--- src/rtl/load_store_unit_if.sv ---
// Data-memory port of the load/store unit.
// master: LSU (MemReq/Addr/We/Be/WrData out); slave: memory (MemGnt/Rvalid/Rdata out).
interface load_store_unit_if #(
  parameter int ADDR_WIDTH = 32,
  parameter int DATA_WIDTH = 32
);
  logic                  MemReq;
  logic                  MemGnt;
  logic [ADDR_WIDTH-1:0] MemAddr;
  logic                  MemWe;
  logic [3:0]            MemBe;
  logic [DATA_WIDTH-1:0] MemWrData;
  logic                  MemRvalid;
  logic [DATA_WIDTH-1:0] MemRdata;

  modport master (
    output MemReq,
    output MemAddr,
    output MemWe,
    output MemBe,
    output MemWrData,
    input  MemGnt,
    input  MemRvalid,
    input  MemRdata
  );

  modport slave (
    input  MemReq,
    input  MemAddr,
    input  MemWe,
    input  MemBe,
    input  MemWrData,
    output MemGnt,
    output MemRvalid,
    output MemRdata
  );
endinterface

--- src/rtl/load_store_unit.sv ---
// RV32I load/store unit: core request -> word-aligned memory access.
// Ports: clk, Reset (sync, high); Lsu* core side (req/we/funct3/addr/wrdata
// in; stall/done/err/rddata out); mem = load_store_unit_if.master bus.
module load_store_unit #(
  parameter int ADDR_WIDTH     = 32,
  parameter int DATA_WIDTH     = 32,
  parameter int TIMEOUT_CYCLES = 255
) (
  input  logic                  clk,
  input  logic                  Reset,
  input  logic                  LsuReq,
  input  logic                  LsuWe,
  input  logic [2:0]            LsuFunct3,
  input  logic [ADDR_WIDTH-1:0] LsuAddr,
  input  logic [DATA_WIDTH-1:0] LsuWrData,
  output logic                  LsuStall,
  output logic                  LsuDone,
  output logic                  LsuErr,
  output logic [DATA_WIDTH-1:0] LsuRdData,
  load_store_unit_if.master     mem
);

  generate
    if (DATA_WIDTH != 32) begin : g_bad_width
      $error("load_store_unit: only DATA_WIDTH=32 is supported");
    end
  endgenerate

  // Wide enough to hold TIMEOUT_CYCLES+1 without wrapping.
  localparam int            CW     = $clog2(TIMEOUT_CYCLES + 2);
  localparam logic [CW-1:0] TO_LIM = CW'(TIMEOUT_CYCLES);
  localparam bit            TO_EN  = (TIMEOUT_CYCLES != 0);

  typedef enum logic [1:0] {
    IDLE,
    REQ,
    WAIT,
    DONE
  } state_t;

  state_t        state;
  logic [CW-1:0] cnt;
  logic [CW-1:0] cnt_next;
  logic          to_hit;
  logic [1:0]    lane;
  logic [2:0]    f3;

  logic                  is_b;
  logic                  is_h;
  logic                  is_w;
  logic                  bad_f3;
  logic                  misal;
  logic [3:0]            be_new;
  logic [DATA_WIDTH-1:0] wd_new;

  logic [7:0]            ld_b;
  logic [15:0]           ld_h;
  logic [DATA_WIDTH-1:0] ld_ext;

  assign LsuStall = LsuReq & ~LsuDone;

  assign cnt_next = cnt + CW'(1);
  assign to_hit   = TO_EN && (cnt_next >= TO_LIM);

  always_comb begin
    is_b   = (LsuFunct3[1:0] == 2'b00);
    is_h   = (LsuFunct3[1:0] == 2'b01);
    is_w   = (LsuFunct3[1:0] == 2'b10);
    // Loads allow unsigned byte/half; stores have no funct3[2] forms.
    bad_f3 = (LsuFunct3[1:0] == 2'b11) |
             (LsuWe ? LsuFunct3[2] : (LsuFunct3[2] & LsuFunct3[1]));
    misal  = (is_h & LsuAddr[0]) | (is_w & (|LsuAddr[1:0]));
    be_new = 4'b1111;
    wd_new = LsuWrData;
    unique case (1'b1)
      is_b: begin
        be_new = 4'b0001 << LsuAddr[1:0];
        wd_new = {4{LsuWrData[7:0]}};
      end
      is_h: begin
        be_new = 4'b0011 << {LsuAddr[1], 1'b0};
        wd_new = {2{LsuWrData[15:0]}};
      end
      default: ;
    endcase
  end

  always_comb begin
    ld_b = mem.MemRdata[7:0];
    unique case (lane)
      2'd0: ld_b = mem.MemRdata[7:0];
      2'd1: ld_b = mem.MemRdata[15:8];
      2'd2: ld_b = mem.MemRdata[23:16];
      2'd3: ld_b = mem.MemRdata[31:24];
      default: ;
    endcase
    ld_h   = lane[1] ? mem.MemRdata[31:16] : mem.MemRdata[15:0];
    ld_ext = mem.MemRdata;
    // funct3[2] set means zero-extend (LBU/LHU).
    unique case (1'b1)
      (f3[1:0] == 2'b00): ld_ext = {{24{ld_b[7] & ~f3[2]}}, ld_b};
      (f3[1:0] == 2'b01): ld_ext = {{16{ld_h[15] & ~f3[2]}}, ld_h};
      default: ;
    endcase
  end

  always_ff @(posedge clk) begin
    if (Reset) begin
      state         <= IDLE;
      cnt           <= '0;
      lane          <= '0;
      f3            <= '0;
      LsuDone       <= 1'b0;
      LsuErr        <= 1'b0;
      LsuRdData     <= '0;
      mem.MemReq    <= 1'b0;
      mem.MemAddr   <= '0;
      mem.MemWe     <= 1'b0;
      mem.MemBe     <= '0;
      mem.MemWrData <= '0;
    end else begin
      LsuDone <= 1'b0;
      LsuErr  <= 1'b0;
      unique case (state)
        IDLE: begin
          if (LsuReq) begin
            lane          <= LsuAddr[1:0];
            f3            <= LsuFunct3;
            mem.MemAddr   <= {LsuAddr[ADDR_WIDTH-1:2], 2'b00};
            mem.MemWe     <= LsuWe;
            mem.MemBe     <= be_new;
            mem.MemWrData <= wd_new;
            if (bad_f3 | misal) begin
              state   <= DONE;
              LsuDone <= 1'b1;
              LsuErr  <= 1'b1;
            end else begin
              state      <= REQ;
              mem.MemReq <= 1'b1;
              cnt        <= '0;
            end
          end
        end
        REQ: begin
          cnt <= cnt_next;
          // A grant in the timeout cycle still completes the access.
          if (mem.MemGnt) begin
            mem.MemReq <= 1'b0;
            if (mem.MemWe) begin
              state   <= DONE;
              LsuDone <= 1'b1;
            end else begin
              state <= WAIT;
            end
          end else if (to_hit) begin
            mem.MemReq <= 1'b0;
            state      <= DONE;
            LsuDone    <= 1'b1;
            LsuErr     <= 1'b1;
          end
        end
        WAIT: begin
          cnt <= cnt_next;
          if (mem.MemRvalid) begin
            LsuRdData <= ld_ext;
            state     <= DONE;
            LsuDone   <= 1'b1;
          end else if (to_hit) begin
            state   <= DONE;
            LsuDone <= 1'b1;
            LsuErr  <= 1'b1;
          end
        end
        DONE: begin
          state <= IDLE;
        end
        default: begin
          state <= IDLE;
        end
      endcase
    end
  end

endmodule
--- src/flat_wrapper.sv ---
// flat-port wrapper written by rule: the top's interface ports become plain ports
module load_store_unit_flat 
#(
  parameter int ADDR_WIDTH     = 32,
  parameter int DATA_WIDTH     = 32,
  parameter int TIMEOUT_CYCLES = 255
)
  (clk, Reset, LsuReq, LsuWe, LsuFunct3, LsuAddr, LsuWrData, LsuStall, LsuDone, LsuErr, LsuRdData, mem_MemReq, mem_MemAddr, mem_MemWe, mem_MemBe, mem_MemWrData, mem_MemGnt, mem_MemRvalid, mem_MemRdata);
  load_store_unit_if #(.ADDR_WIDTH(ADDR_WIDTH), .DATA_WIDTH(DATA_WIDTH)) mem_i ();
  input  logic clk;
  input  logic Reset;
  input  logic LsuReq;
  input  logic LsuWe;
  input  logic [2:0] LsuFunct3;
  input  logic [ADDR_WIDTH-1:0] LsuAddr;
  input  logic [DATA_WIDTH-1:0] LsuWrData;
  output logic LsuStall;
  output logic LsuDone;
  output logic LsuErr;
  output logic [DATA_WIDTH-1:0] LsuRdData;
  output wire logic [$bits(mem_i.MemReq)-1:0] mem_MemReq;
  output wire logic [$bits(mem_i.MemAddr)-1:0] mem_MemAddr;
  output wire logic [$bits(mem_i.MemWe)-1:0] mem_MemWe;
  output wire logic [$bits(mem_i.MemBe)-1:0] mem_MemBe;
  output wire logic [$bits(mem_i.MemWrData)-1:0] mem_MemWrData;
  input wire logic [$bits(mem_i.MemGnt)-1:0] mem_MemGnt;
  input wire logic [$bits(mem_i.MemRvalid)-1:0] mem_MemRvalid;
  input wire logic [$bits(mem_i.MemRdata)-1:0] mem_MemRdata;
  assign mem_MemReq = mem_i.MemReq;
  assign mem_MemAddr = mem_i.MemAddr;
  assign mem_MemWe = mem_i.MemWe;
  assign mem_MemBe = mem_i.MemBe;
  assign mem_MemWrData = mem_i.MemWrData;
  assign mem_i.MemGnt = mem_MemGnt;
  assign mem_i.MemRvalid = mem_MemRvalid;
  assign mem_i.MemRdata = mem_MemRdata;
  load_store_unit #(.ADDR_WIDTH(ADDR_WIDTH), .DATA_WIDTH(DATA_WIDTH), .TIMEOUT_CYCLES(TIMEOUT_CYCLES)) u_core (.clk(clk), .Reset(Reset), .LsuReq(LsuReq), .LsuWe(LsuWe), .LsuFunct3(LsuFunct3), .LsuAddr(LsuAddr), .LsuWrData(LsuWrData), .LsuStall(LsuStall), .LsuDone(LsuDone), .LsuErr(LsuErr), .LsuRdData(LsuRdData), .mem(mem_i));
endmodule
--- config.mk ---
export PLATFORM = sky130hd
export DESIGN_NAME = load_store_unit_flat
export DESIGN_NICKNAME = d
export VERILOG_FILES = /design/src/rtl/load_store_unit_if.sv /design/src/rtl/load_store_unit.sv /design/src/flat_wrapper.sv
export SDC_FILE = /design/constraint.sdc
export NUM_CORES = 1
export LEC_CHECK = 0
export ABC_CLOCK_PERIOD_IN_PS = 2500
export CAP_MARGIN = 20
export CORE_MARGIN = 2
export CORE_UTILIZATION = 44
export DETAILED_ROUTE_END_ITERATION = 8
export PLACE_DENSITY = 0.8
export SYNTH_ARGS = -nofsm -noshare
export SYNTH_HDL_FRONTEND = slang
export SYNTH_SLANG_ARGS = --single-unit
--- constraint.sdc ---
create_clock -name clk -period 2.5 [get_ports clk]
set_input_delay 0.5 -clock clk [delete_from_list [all_inputs] [get_ports clk]]
set_output_delay 0.5 -clock clk [all_outputs]
set_load 0.05 [all_outputs]
# Word-level counts from Yosys, hierarchy flattened
# Cells that the tools add are included.
# totals
reg_bits	118
elab_cells	83
# classes
addsub	1
magnitude_cmp	1
n_eq_ne	13
shift	2
mux	31
bitwise	11
n_reduce_logical	12
# ops
op	n
one-hot mux 32 bit (2 select lines)	2
one-hot mux 8 bit (4 select lines)	1
2-to-1 mux 9 bit	2
one-hot mux 9 bit (2 select lines)	1
2-to-1 mux 16 bit	1
2-to-1 mux 1 bit	14
== test 2 bit (second input constant)	6
2-to-1 mux 2 bit	5
adder 9 x 1 -> 9 bit (second input constant)	1
greater-or-equal comparator 9 x 8 -> 1 bit (second input constant)	1
== test 2 x 1 -> 1 bit (second input constant)	4
logical NOT 2 bit	4
one-hot mux 2 bit (4 select lines)	1
one-hot mux 4 bit (2 select lines)	1
bitwise AND 1 bit	6
one-hot mux 1 bit (3 select lines)	2
inequality test 2 bit (second input constant)	2
AND reduction 2 bit	2
AND reduction 4 bit	1
nonzero test 2 bit	2
OR reduction 2 bit	2
<< shifter 1 x 2 -> 4 bit (first input constant)	1
<< shifter 2 x 2 -> 4 bit (first input constant)	1
inequality test 3 x 2 -> 1 bit (second input constant)	1
4 further kinds	7

# Longest topological paths before layout
# Gate-level depths: netlist of the first run.
# logic_depth
ltp_word	7
mapped_depth	9
depth_no_buf	8

# Least setup slack after synthesis of the first run
# Ideal clock, no wire load.
# synth_timing
path_type	input-to-reg
from	input port LsuFunct3[1]
to	register u_core.cnt[2]
setup_time_ns	0.065
t_arrival_ns	1.735
required_time_ns	2.435
path_slack_ns	0.700
cell_stages	8
path_buffers	2
path_cell_list	buf_2 > a221oi_2 > o21ai_1 > a21oi_2 > and2_1 > buf_2 > a22oi_1 > nor2_1
# synth_between
elab_chain_len	6
# synth_rtl
item	line_no	source
start, declared	flat_wrapper.sv:14	input logic [2:0] LsuFunct3;
== test 2 x 1 -> 1 bit (tied with other cells)	load_store_unit.sv:67	is_h = (LsuFunct3[1:0] == 2'b01);
bitwise AND 1 bit / 2-to-1 mux 1 bit (equally long branches)	load_store_unit.sv:72, load_store_unit.sv:71	
OR 1 bit, on equally long branches	load_store_unit.sv:72, load_store_unit.sv:70	
OR 1 bit (*)	load_store_unit.sv:133	if (bad_f3 | misal) begin
inequality test 2 bit (no source line) (*)	n/a	
AND reduction 3 bit (no source line) (*)	n/a	
end signal, assigned	load_store_unit.sv:145	cnt <= cnt_next;
end signal, assigned	load_store_unit.sv:163	cnt <= cnt_next;
end, declared	load_store_unit.sv:42	logic [CW-1:0] cnt;
# Every way passes the cells marked *; elsewhere a longest branch is shown, timed or not.
# A chain may end at the register's enable or synchronous reset.

# Worst setup path in the final report of the first run
# layout_timing
from	register u_core.mem.MemAddr[30]
to	output port mem_MemAddr[30]
# layout_rtl
item	line_no	source
start, declared	load_store_unit_if.sv:18	output MemAddr,
start signal, assigned	load_store_unit.sv:129	mem.MemAddr <= {LsuAddr[ADDR_WIDTH-1:2], 2'b00};
end, declared	flat_wrapper.sv:22	output wire logic [$bits(mem_i.MemAddr)-1:0] mem_MemAddr;
# No word-level cell between the ends.

==> out/summary.json, run 1 <==
{
  "result_of_the_run": "completed",
  "place.port_buffers": 207,
  "hold_viol_final": 0,
  "die-area_mm2": 0.0133,
  "cts_num_sinks": 118,
  "route.detailed.vias_per_inst": 5.52,
  "timing.hold.worst.class": "reg -> reg",
  "design.core.area_mm2": 0.0120,
  "place_congestion": 0.959,
  "crit_cells": 1,
  "leakage_nw": 3.03,
  "drt_iter0_drc": 563,
  "synth_top_cells_by_count": "171 x sky130_fd_sc_hd__nand2_1, 118 x sky130_fd_sc_hd__dfxtp_1, 73 x sky130_fd_sc_hd__nor2_1",
  "nFillCells": 989,
  "crit_fanout": 2,
  "synth_area_leaders": "sky130_fd_sc_hd__dfxtp_1 43%, sky130_fd_sc_hd__nand2_1 12%, sky130_fd_sc_hd__a21oi_1 6.4%",
  "cts_max_level": 4,
  "place.detailed.hpwl_um": 13200,
  "fmax_ghz": 0.468,
  "nNetsFinal": 1001,
  "synthesis.area_per_instance_um2": 7.77,
  "cp_cell_sequence": "clkdlybuf4s50_1",
  "overall_global_routing_usage": 0.272,
  "timing.final.crit_period_ps": 2140,
  "area_of_the_multi_input_gates_mm2": 0.00276,
  "timing.critical_path.to": "mem_MemAddr[30]",
  "clk_path_buf_depth": 2,
  "total_power_mw": 8.81,
  "worst_path_class_setup": "reg -> out",
  "post_cts_resized": 0,
  "final-setup-viol-count": 0,
  "synth_edf_count": 0,
  "finalCritPeriodShare": 0.855,
  "ctsRootBufferMaster": "sky130_fd_sc_hd__clkbuf_16",
  "number_of_warnings_printed_during_yosys_synthesis": 0,
  "cp.buffers_inverters": 1,
  "seq_total_area_yosys": 0.435,
  "total_wire_length_um": 17900,
  "areaGrowthSynthToFinish_pct": 51.0,
  "timing.rr.start": "u_core.cnt[1]$_SDFFE_PP0P_",
  "netlist-cell-type-count": 48,
  "clock-skew-final_ps": 7.48,
  "timing.max_slew.rel_slack": 0.612,
  "final_cells": 1049,
  "fp.dieH_um": 115,
  "seqCellArea_mm2": 0.00236,
  "fin_setup_tns_ps": 0,
  "clock_insertion_delay_worst_skew_ps": 420,
  "max_cap_viol_count": 0,
  "rsz_0062_raised_after_global_routing": "false",
  "timing_worst_slew_pin_value_ps": 580,
  "synth_async_sr_flop_share": 0,
  "drtPass1Iterations": 5,
  "rows": 40,
  "power.density_mw_per_mm2": 1070,
  "globalRouteOverflowTotal": 0,
  "worst_path_largest_cell_delay_ps": 830,
  "cts_made_buffers": 17,
  "grt_max_degree": 54,
  "rr_endpoint": "u_core.state[1]$_SDFFE_PP0P_",
  "dr_total_vias": 5794,
  "critical_path_arrival_ps": 1640,
  "post_synth_instance_area_mm2": 0.00544,
  "syn_inst": 700,
  "antenna_violations_before_repair": 0,
  "cts_post_setup_buffers_inserted": 0,
  "drt_drc_violations_left": 0,
  "grt_pass1_wl_um": 28200,
  "critical_path.slowest_cell": "sky130_fd_sc_hd__clkdlybuf4s50_1",
  "crit_path_start": "u_core.mem.MemAddr[30]$_SDFFE_PP0P_",
  "synth_top_flop_cell": "sky130_fd_sc_hd__dfxtp_1",
  "n_antenna_cell": 0,
  "vdd.ir_drop.worst_mv": 0.623,
  "r2r_cells": 7,
  "mean_routed_wirelength_per_cell_um": 17.1,
  "post_synthesis_register_bit_count": 118,
  "io_pins": 210,
  "post-synth-top-area-cell": "sky130_fd_sc_hd__dfxtp_1",
  "tritoncts": "done",
  "worst_ep_required_time_ps": 2000,
  "initial_core_utilization": 0.453,
  "via_count_of_the_first_global_routing_pass": 5738,
  "worst_path_dominant_cell_family": "buffers and inverters",
  "setup.worst_path.end_class": "primary output",
  "post-synth-top-area-fraction": 0.435,
  "yosysMostFrequentCell": "sky130_fd_sc_hd__nand2_1",
  "die_w_um": 115,
  "drive_above_1_share": 0.0831,
  "drtAntennaViolNets": 0,
  "placed_cells_incl_taps": 1018,
  "slew_violations": 0,
  "clk_pin_slew_ps": 60,
  "r2r_setup_slack_ps": 370,
  "post_cts_hold_buffer_count": 0,
  "timing.critical_path.from_type": "register"
}
==> area by class of cell <==
type                       instances  area share
tap                              147      0.0224
inverter                          18     0.00823
clock inverter                     7     0.00823
timing repair buffer             226       0.274
sequential                       118       0.288
multi-input combinational        509       0.336
clock buffer                      24      0.0635
==> worst min-delay path by stage <==
stage / end / slack (ps) / cells after the start / start
6_report: u_core.mem.MemAddr[27]$_SDFFE_PP0P_ / 460 / 2 / u_core.mem.MemAddr[27]$_SDFFE_PP0P_
5_1_grt: u_core.mem.MemAddr[20]$_SDFFE_PP0P_ / 470 / 2 / u_core.mem.MemAddr[20]$_SDFFE_PP0P_
4_1_cts: u_core.mem.MemAddr[27]$_SDFFE_PP0P_ / 450 / 2 / u_core.mem.MemAddr[27]$_SDFFE_PP0P_
3_5_place_dp: u_core.mem.MemAddr[27]$_SDFFE_PP0P_ / 450 / 2 / u_core.mem.MemAddr[27]$_SDFFE_PP0P_
3_3_place_gp: u_core.mem.MemAddr[5]$_SDFFE_PP0P_ / 440 / 2 / u_core.mem.MemAddr[5]$_SDFFE_PP0P_
2_1_floorplan: u_core.cnt[8]$_SDFFE_PP0P_ / 440 / 2 / u_core.cnt[8]$_SDFFE_PP0P_
==> state kept, by name (all words and copies together), names as in the netlist <==
name and count:
u_core.mem.MemWe 1, u_core.mem.MemReq 1, u_core.state 2, u_core.LsuRdData 32, u_core.mem.MemAddr 30, u_core.lane 2
u_core.cnt 9, u_core.LsuErr 1, u_core.mem.MemWrData 32, u_core.LsuDone 1, u_core.f3 3, u_core.mem.MemBe 4
==> per-layer routing <==
layer	wire length, µm	global-route usage	up-vias
met3	1710	0.0928	56
met4	619	0.143	0
met1	6870	0.308	2663
met5	0	0	-
met2	8720	0.453	299
li1	-	-	2776
==> through the flow <==
| stage | utilization | worst slack, ps | instance area, µm² | hold WS (ps) |
|---|---|---|---|---|
| 6_report | 0.684 | 362 | 8210 | 456 |
| 2_1_floorplan | - | 700 | 5440 | 444 |
| 4_1_cts | 0.684 | 357 | 8210 | 453 |
| 3_5_place_dp | 0.634 | -44.6 | 7620 | 447 |
| 5_1_grt | 0.684 | 193 | 8210 | 472 |
| 3_3_place_gp | 0.634 | 96.1 | 7620 | 442 |
==> cell usage in the layout, fill, tap and decap left out, types with 3 or more instances in the layout <==
cell type                         instances
sky130_fd_sc_hd__mux2i_1                 17
sky130_fd_sc_hd__o21ai_0                 39
sky130_fd_sc_hd__nor3_1                  11
sky130_fd_sc_hd__ha_1                     6
sky130_fd_sc_hd__buf_12                   3
sky130_fd_sc_hd__clkinv_2                 3
sky130_fd_sc_hd__a21oi_1                 69
sky130_fd_sc_hd__nand2b_1                 9
sky130_fd_sc_hd__a22oi_1                 12
sky130_fd_sc_hd__nand2_1                170
sky130_fd_sc_hd__nor2_1                  73
sky130_fd_sc_hd__buf_4                   18
sky130_fd_sc_hd__clkbuf_16               17
sky130_fd_sc_hd__a211oi_2                 3
sky130_fd_sc_hd__clkdlybuf4s50_1        205
sky130_fd_sc_hd__a31oi_1                  3
sky130_fd_sc_hd__dfxtp_1                118
sky130_fd_sc_hd__o31a_1                   3
sky130_fd_sc_hd__o211ai_1                 8
sky130_fd_sc_hd__mux2_2                   8
sky130_fd_sc_hd__o21ai_1                  3
sky130_fd_sc_hd__a211oi_1                33
sky130_fd_sc_hd__and2_1                   3
sky130_fd_sc_hd__clkinvlp_4               3
sky130_fd_sc_hd__clkbuf_8                 7
sky130_fd_sc_hd__inv_1                   18
sky130_fd_sc_hd__a311oi_1                 9
==> where the power goes <==
group | internal (mW) | switching [mW] | leakage (nW)
registers | 2.30 | 0.262 | 0.967
clock network | 1.54 | 0.857 | 0.286
logic | 1.31 | 2.55 | 1.78
total | 5.14 | 3.67 | 3.03
==> cell families (layout without fill, tap and decap cells) <==
logic type / after synthesis / after routing / share of synthesized area
adder cells (fa/ha/maj): 6 / 6 / 0.0138
buffers and inverters: 74 / 275 / 0.0591
flip-flops: 118 / 118 / 0.435
multiplexers: 26 / 26 / 0.0520
other: 1 / 2 / 0.000690
AND/OR/NAND/NOR: 280 / 280 / 0.211
AO/OA/AOI/OAI: 193 / 193 / 0.225
XOR/XNOR: 2 / 2 / 0.00322
Power figures use the tool's default switching activity.
==> inputs of run 2 (changes only) <==
--- a/config.mk
+++ b/config.mk
@@ -5,7 +5,6 @@
 export SDC_FILE = /design/constraint.sdc
 export NUM_CORES = 1
 export LEC_CHECK = 0
-export ABC_CLOCK_PERIOD_IN_PS = 2500
 export CAP_MARGIN = 20
 export CORE_MARGIN = 2
 export CORE_UTILIZATION = 44
==> results of run 2 <==
No change in the layout: final DEF, timing and power equal those of run 1.
